`src/rtl/timer_ms_multi.sv`:
```
// rtl/timer_ms_multi.sv - multi-channel millisecond timer with per-channel prescaler
// Each channel runs its own sub-ms and ms counters; expiry is cycle-exact from start.
module timer_ms_multi #(
  parameter int CLK_FREQ = 50_000_000,
  parameter int N_CH     = 4,
  parameter int CNT_W    = 16
) (
  input  logic                  clk,
  input  logic                  rst,
  input  logic [N_CH-1:0]       start_i,
  input  logic [N_CH-1:0]       stop_i,
  input  logic [N_CH-1:0]       periodic_i,
  input  logic [N_CH*CNT_W-1:0] duration_i,
  output logic [N_CH-1:0]       busy_o,
  output logic [N_CH-1:0]       expire_o,
  output logic [N_CH-1:0]       done_o
);

  localparam int CYC   = CLK_FREQ / 1000;
  localparam int SUB_W = $clog2(CYC);
  localparam logic [SUB_W-1:0] SUB_LAST = SUB_W'(CYC - 1);
  localparam logic [SUB_W-1:0] SUB_PRE  = SUB_W'(CYC - 2);

  localparam logic [0:0] IDLE    = 1'b0;
  localparam logic [0:0] RUNNING = 1'b1;

  genvar c;
  generate
    for (c = 0; c < N_CH; c++) begin : g_ch
      logic [0:0]       state;
      logic [CNT_W-1:0] dur;
      logic             mode;
      logic [SUB_W-1:0] sub;
      logic [CNT_W-1:0] ms;
      logic             expire_q;
      logic             done_q;

      logic [CNT_W-1:0] dur_in;
      logic             running;
      logic             accept;
      logic             last_ms;
      logic             wrap;
      logic             expiry;
      logic             pre_expiry;

      assign dur_in     = duration_i[c*CNT_W +: CNT_W];
      assign running    = (state == RUNNING);
      assign accept     = start_i[c] && !stop_i[c] && (dur_in != '0);
      assign last_ms    = (ms == dur - CNT_W'(1));
      assign wrap       = running && (sub == SUB_LAST);
      assign expiry     = wrap && last_ms;
      // The pulse is registered one cycle ahead so it lands on the expiry wrap cycle itself.
      assign pre_expiry = running && (sub == SUB_PRE) && last_ms;

      always_ff @(posedge clk or posedge rst) begin
        if (rst) begin
          state    <= IDLE;
          dur      <= '0;
          mode     <= 1'b0;
          sub      <= '0;
          ms       <= '0;
          expire_q <= 1'b0;
          done_q   <= 1'b0;
        end else begin
          // A stop or retrigger on the cycle before expiry discards that period's pulse.
          expire_q <= pre_expiry && !stop_i[c] && !accept;
          if (stop_i[c]) begin
            state  <= IDLE;
            sub    <= '0;
            ms     <= '0;
            done_q <= 1'b0;
          end else if (accept) begin
            state  <= RUNNING;
            dur    <= dur_in;
            mode   <= periodic_i[c];
            sub    <= '0;
            ms     <= '0;
            done_q <= 1'b0;
          end else if (running) begin
            if (wrap) begin
              sub <= '0;
              if (expiry) begin
                ms     <= '0;
                done_q <= 1'b1;
                if (!mode)
                  state <= IDLE;
              end else begin
                ms <= ms + CNT_W'(1);
              end
            end else begin
              sub <= sub + SUB_W'(1);
            end
          end
        end
      end

      assign busy_o[c]   = running;
      assign expire_o[c] = expire_q;
      assign done_o[c]   = done_q;
    end
  endgenerate

endmodule

```
`config.mk`:
```
export PLATFORM = sky130hd
export DESIGN_NAME = timer_ms_multi
export DESIGN_NICKNAME = d
export VERILOG_FILES = /design/src/rtl/timer_ms_multi.sv
export SDC_FILE = /design/constraint.sdc
export NUM_CORES = 1
export LEC_CHECK = 0
export ABC_CLOCK_PERIOD_IN_PS = 7100
export CORE_ASPECT_RATIO = 0.8
export CORE_MARGIN = 2
export CORE_UTILIZATION = 60
export DETAILED_ROUTE_END_ITERATION = 10
export PLACE_DENSITY_LB_ADDON = 0.2
export SLEW_MARGIN = 20
export SYNTH_ARGS = -nofsm -noshare
export SYNTH_HDL_FRONTEND = slang
export SYNTH_SLANG_ARGS = --single-unit
```
`constraint.sdc`:
```
create_clock -name clk -period 7.1 [get_ports clk]
set_input_delay 0.71 -clock clk [delete_from_list [all_inputs] [get_ports clk]]
set_output_delay 0.71 -clock clk [all_outputs]
set_load 0.05 [all_outputs]
```
# After elaboration in Yosys (flattened, before gate mapping)
# Index checks and enable logic that the tools add are counted.
[totals]
reg_bits = 208
out_inout_bits = 12
[op_classes]
n_reduce_logical = 68
n_bitwise = 4
muxes = 80
eq_ne = 12
add_sub_neg = 12
[op_table]
columns = ["op", "count"]
rows = [
  ["2-to-1 mux 16 bit", 36],
  ["adder 16 x 1 -> 16 bit, second input constant", 8],
  ["equality test 16 bit, second input constant", 8],
  ["equality test 16 bit", 4],
  ["nonzero test 16 bit", 4],
  ["subtractor 16 x 1 -> 16 bit, second input constant", 4],
  ["2-to-1 mux 1 bit", 44],
  ["nonzero test 3 bit", 12],
  ["logical AND 1 bit", 32],
  ["AND reduction 2 bit", 8],
  ["AND reduction 3 bit", 4],
  ["logical NOT 1 bit", 8],
  ["NOT 1 bit", 4],
]

# Longest topological paths before layout
[logic_depth]
word_depth = 8
depth_mapped = 11
ltp_nobuf = 9

# Worst setup path before layout
# OpenSTA, ideal clock, no wires.
[synth_path]
path_type = "input to register"
start = "input duration_i[54]"
end = "register g_ch[3].sub[15]"
setup_time_ns = 0.132
cell_stages = 7
slack_ns = 4.181
t_arrival_ns = 2.787
n_path_buf = 0
t_required_ns = 6.968
path_cell_list = "or4_1 o41ai_1 nand2_1 o2111ai_1 nor3_1 xnor2_1 nor2_1"
[synth_between]
elab_chain_len = 4
[synth_lines]
columns = ["item", "line", "rtl"]
rows = [
  ["from (decl)", "13", "input logic [N_CH*CNT_W-1:0] duration_i,"],
  ["nonzero test 16 bit *", "48", "assign accept = start_i[c] && !stop_i[c] && (dur_in != '0);"],
  ["logical AND 1 bit *", "48", ""],
  ["2-to-1 mux 16 bit", "72", "end else if (accept) begin"],
  ["2-to-1 mux 16 bit", "67", "if (stop_i[c]) begin"],
  ["to (signal assigned)", "91", "sub <= sub + SUB_W'(1);"],
  ["to (decl)", "33", "logic [SUB_W-1:0] sub;"],
]
# Every way passes the cells marked *; elsewhere a longest branch is shown, timed or not.
# A chain may end at the register's enable or synchronous reset.

# Worst setup path after layout
[layout_path]
start = "register g_ch[1].dur[0]"
end = "register g_ch[1].ms[12]"
[layout_between]
elab_chain_len = 8
[layout_lines]
columns = ["item", "line", "rtl"]
rows = [
  ["from (decl)", "31", "logic [CNT_W-1:0] dur;"],
  ["from (signal assigned)", "74", "dur <= dur_in;"],
  ["subtractor 16 x 1 -> 16 bit", "49", "assign last_ms = (ms == dur - CNT_W'(1));"],
  ["equality test 16 bit", "49", ""],
  ["logical AND 1 bit", "51", "assign expiry = wrap && last_ms;"],
  ["2-to-1 mux 16 bit", "82", "if (expiry) begin"],
  ["2-to-1 mux 16 bit", "80", "if (wrap) begin"],
  ["2-to-1 mux 16 bit", "79", "end else if (running) begin"],
  ["2-to-1 mux 16 bit", "72", ""],
  ["2-to-1 mux 16 bit", "67", ""],
  ["to (signal assigned)", "88", "ms <= ms + CNT_W'(1);"],
  ["to (decl)", "34", "logic [CNT_W-1:0] ms;"],
]
# Every way passes these cells. The select of a mux whose other input is x is not followed.

==> reports/metrics.csv <==
stage,metric,value,unit
cts,setup bufs post-CTS,0,
setup_path,r2r setup slk,3.62,ns
route,Starting DRT DRC Count,824,
pwr,P per Cell Area,212,mW/mm^2
sta,Least-Margin Pin Slew,0.946,ns
sta,setup TNS,0,ns
hold_path,Hold Crit Class,flip-flop to flip-flop,
final_layout,Antenna Diode Count,0,
logic_synthesis,Seq cells post-synth,208,
final_layout,"Cell Count, Final, Fillers Out",1604,
pwr,Psw,0.000752,W
final_layout,area of the multi-input gates,0.00649,mm^2
grt,first-pass GRT wire length,43300,um
setup_path,"Slowest-stage cell, CP",nor3_1,
sta,minimum clock period,3.48,ns
logic_synthesis,Synth Warn #,0,
route,TritonRoute pass-1 iters,5,
setup_path,crit-path cells,"nor3_1, nand4_1, or3b_2, a211oi_1, o211ai_4, o31ai_4, nor2_1",
logic_synthesis,syn_nets,1353,
floorplanning,Starting Density,61.2,%
sta,Tcrit/Tclk final,49.0,%
grt,GRT Overall Usage,24.6,%
logic_synthesis,post-synthesis instance total,1259,
logic_synthesis,Post-synth ARST share,100,%
run,max-cap viol count,0,
floorplanning,Die Wd,163,um
logic_synthesis,"EDFF count, synth",0,
cts,# hold bufs at CTS,0,
logic_synthesis,area of the mapped netlist,0.0121,mm^2
grt,grt total ovfl,0,
grt,largest net degree at the start of global routing,142,
setup_path,crit path kind,flip-flop to flip-flop,
final_layout,"most common cell after layout, fill and taps aside",dfrtp_1,
final_layout,final core utilization,70.3,%
final_layout,most frequent cells in the layout,"dfrtp_1, nor2_1, xor2_1",
sta,Slew HR,36.9,%
logic_synthesis,syn_area_per_cell,9.62,um^2
route,drt drc,0,
final_layout,fill count,1499,
pwr,Comb power frac,12.9,%
sta,RSZ-0062 raised after global routing,false,
setup_path,max incr delay on CP,0.70,ns
cts,maximum root-to-sink buffer count,3,
setup_path,critical path startpoint category,flip-flop,
sta,Final setup viols,0,
final_layout,share of cells above drive strength 1,10.3,%
cts,CTS tree,yes,
floorplanning,die footprint,0.0213,mm^2
sta,final hold violation count,0,
grt,initial antenna violation count,0,
final_layout,Nets,1418,
pwr,Leakage,5.48,nW
sta,max-slew violations,0,
pwr,power share of the clock group,42.0,%
placement,placed cells,1564,
route,number of vias per cell,5.90,
setup_path,Worst Path Max Fanout,14,
logic_synthesis,post-synthesis sequential area ratio,43.0,%
pwr,switch share,25.5,%
route,final wirelength,26300,um
setup_path,worst path arrival time,3.83,ns
pwr,internal power,0.00219,W
pwr,peak supply drop,0.163,mV
cts,clk_lat worst skew,0.50,ns
pwr,total power,0.00295,W
setup_path,worst path required time,7.45,ns
sta,Clock Skew,0.0103,ns
sta,Max Freq,287,MHz
logic_synthesis,"Top FF cell, synth",dfrtp_1,
route,final antenna-violating net count,0,
cts,clk sinks,208,
route,post-DR wirelength/cell,16.4,um
placement,gpl congestion,0.850,
floorplanning,FP Rows,46,
cts,PostCTS Resize Cnt,0,
final_layout,synth-to-layout area growth,15.0,%
cts,CTS root buffer,clkbuf_16,
floorplanning,core outline area,0.0198,mm^2
cts,# H-tree levels,1,
grt,number of global-route vias before repair,8802,
cts,total CTS buffers,22,
floorplanning,number of I/O pins,90,
cts,"Reg clk slew, reported paths",0.06,ns
placement,# port buffers,89,
placement,HPWL Detailed,18500,um
setup_path,CP endpoint kind,flip-flop,
logic_synthesis,Netlist cell types,73,
outcome,outcome,"finished, final reports clean",
final_layout,Reg area,0.00520,mm^2
pwr,Seq pwr share,45.1,%
floorplanning,Die Y,131,um
route,DR vias,9467,
Yosys cell counts (5+ instances only):
cell | number | area (um^2)
and3_1 | 23 | 144
or2_2 | 6 | 37.5
o21ai_0 | 43 | 215
buf_4 | 12 | 90.1
a21oi_1 | 29 | 145
nor2_2 | 10 | 62.6
nor2_1 | 129 | 484
nor2b_1 | 9 | 56.3
nand2b_1 | 10 | 62.6
inv_1 | 35 | 131
o211ai_1 | 6 | 45.0
mux2i_1 | 9 | 90.1
or3_1 | 22 | 138
nand4_1 | 34 | 213
nor3b_1 | 7 | 52.6
and2_1 | 10 | 62.6
xnor2_1 | 73 | 639
ha_1 | 16 | 200
buf_2 | 7 | 35.0
or4_1 | 24 | 180
clkbuf_1 | 36 | 135
o22ai_1 | 5 | 31.3
nand2_1 | 90 | 338
nand3_1 | 52 | 260
nor3_1 | 56 | 280
dfrtp_1 | 208 | 5200
mux2_2 | 57 | 642
nor4_1 | 20 | 125
xor2_1 | 111 | 972
nand3b_1 | 17 | 128
and4_1 | 11 | 96.3
final cells by class:
type | count | area share, %
Clock buffer | 29 | 4.51
Clock inverter | 11 | 1.14
Inverter | 35 | 0.998
Multi-Input combinational cell | 958 | 46.7
Sequential cell | 208 | 37.4
Tap cell | 264 | 2.37
Timing Repair Buffer | 99 | 6.94
final timing paths:
kind,end,cells after the start,startpoint
min in group asynchronous,g_ch[2].dur[5],2,rst
setup reg to reg,g_ch[1].ms[12],7,g_ch[1].dur[0]
hold / removal,g_ch[1].done_q,1,g_ch[1].done_q
max in group asynchronous,g_ch[0].sub[6],3,rst
setup / recovery,g_ch[1].ms[12],7,g_ch[1].dur[0]
hold reg to reg,g_ch[1].done_q,1,g_ch[1].done_q
per-layer routing:
layer  vias up  track usage [%]  share of wire, %
li1       4601                -                 -
met1      4619             37.5                49
met2       211             37.8                45
met3        36             3.43               4.8
met4         0             5.26               1.3
met5         -                0                 0
sequential cells by signal, summed over array words and instances (netlist names):
name,cells
g_ch.sub,64
g_ch.done_q,4
g_ch.expire_q,4
g_ch.ms,64
g_ch.running,4
g_ch.mode,4
g_ch.dur,64
cells by family (layout without fill, tap and decap cells):
logic type | count (synthesis) | count (layout) | share of synthesized area [%]
and+or+nand+nor | 560 | 560 | 25.0
DFF | 208 | 208 | 43.0
adders and majority gates | 16 | 16 | 1.65
buffers and inverters | 93 | 174 | 3.39
muxes | 66 | 66 | 6.04
AOI/OAI and AO/OA | 132 | 132 | 7.64
xor gates and xnor gates | 184 | 184 | 13.3
per-stage QoR:
| step | hold WS, ns | setup slack [ns] | cell area [um^2] |
|---|---|---|---|
| 6_report | 0.513 | 3.62 | 13900 |
| 4_1_cts | 0.518 | 3.64 | 13900 |
| 3_3_place_gp | 0.494 | 3.23 | 13100 |
| 5_1_grt | 0.528 | 3.32 | 13900 |
| 3_5_place_dp | 0.481 | 3.13 | 13100 |
| 2_1_floorplan | 0.465 | 0.709 | 12100 |
power groups by stage:
stage          combinational, W  clock (W)  sequential, W
3_3_place_gp           0.000366          0        0.00135
3_5_place_dp           0.000377          0        0.00135
5_1_grt                0.000417    0.00132        0.00134
6_report               0.000379    0.00124        0.00133
4_1_cts                0.000380    0.00126        0.00133
2_1_floorplan          0.000281          0        0.00132
worst max-delay path, delay by kind of cell, from the launching register on:
| kind | cells | cell delay (ns) |
|---|---|---|
| AOI/OAI and AO/OA | 3 | 1.25 |
| DFF | 1 | 0.41 |
| and+or+nand+nor | 4 | 1.67 |
(Power assumes the default switching activity.)
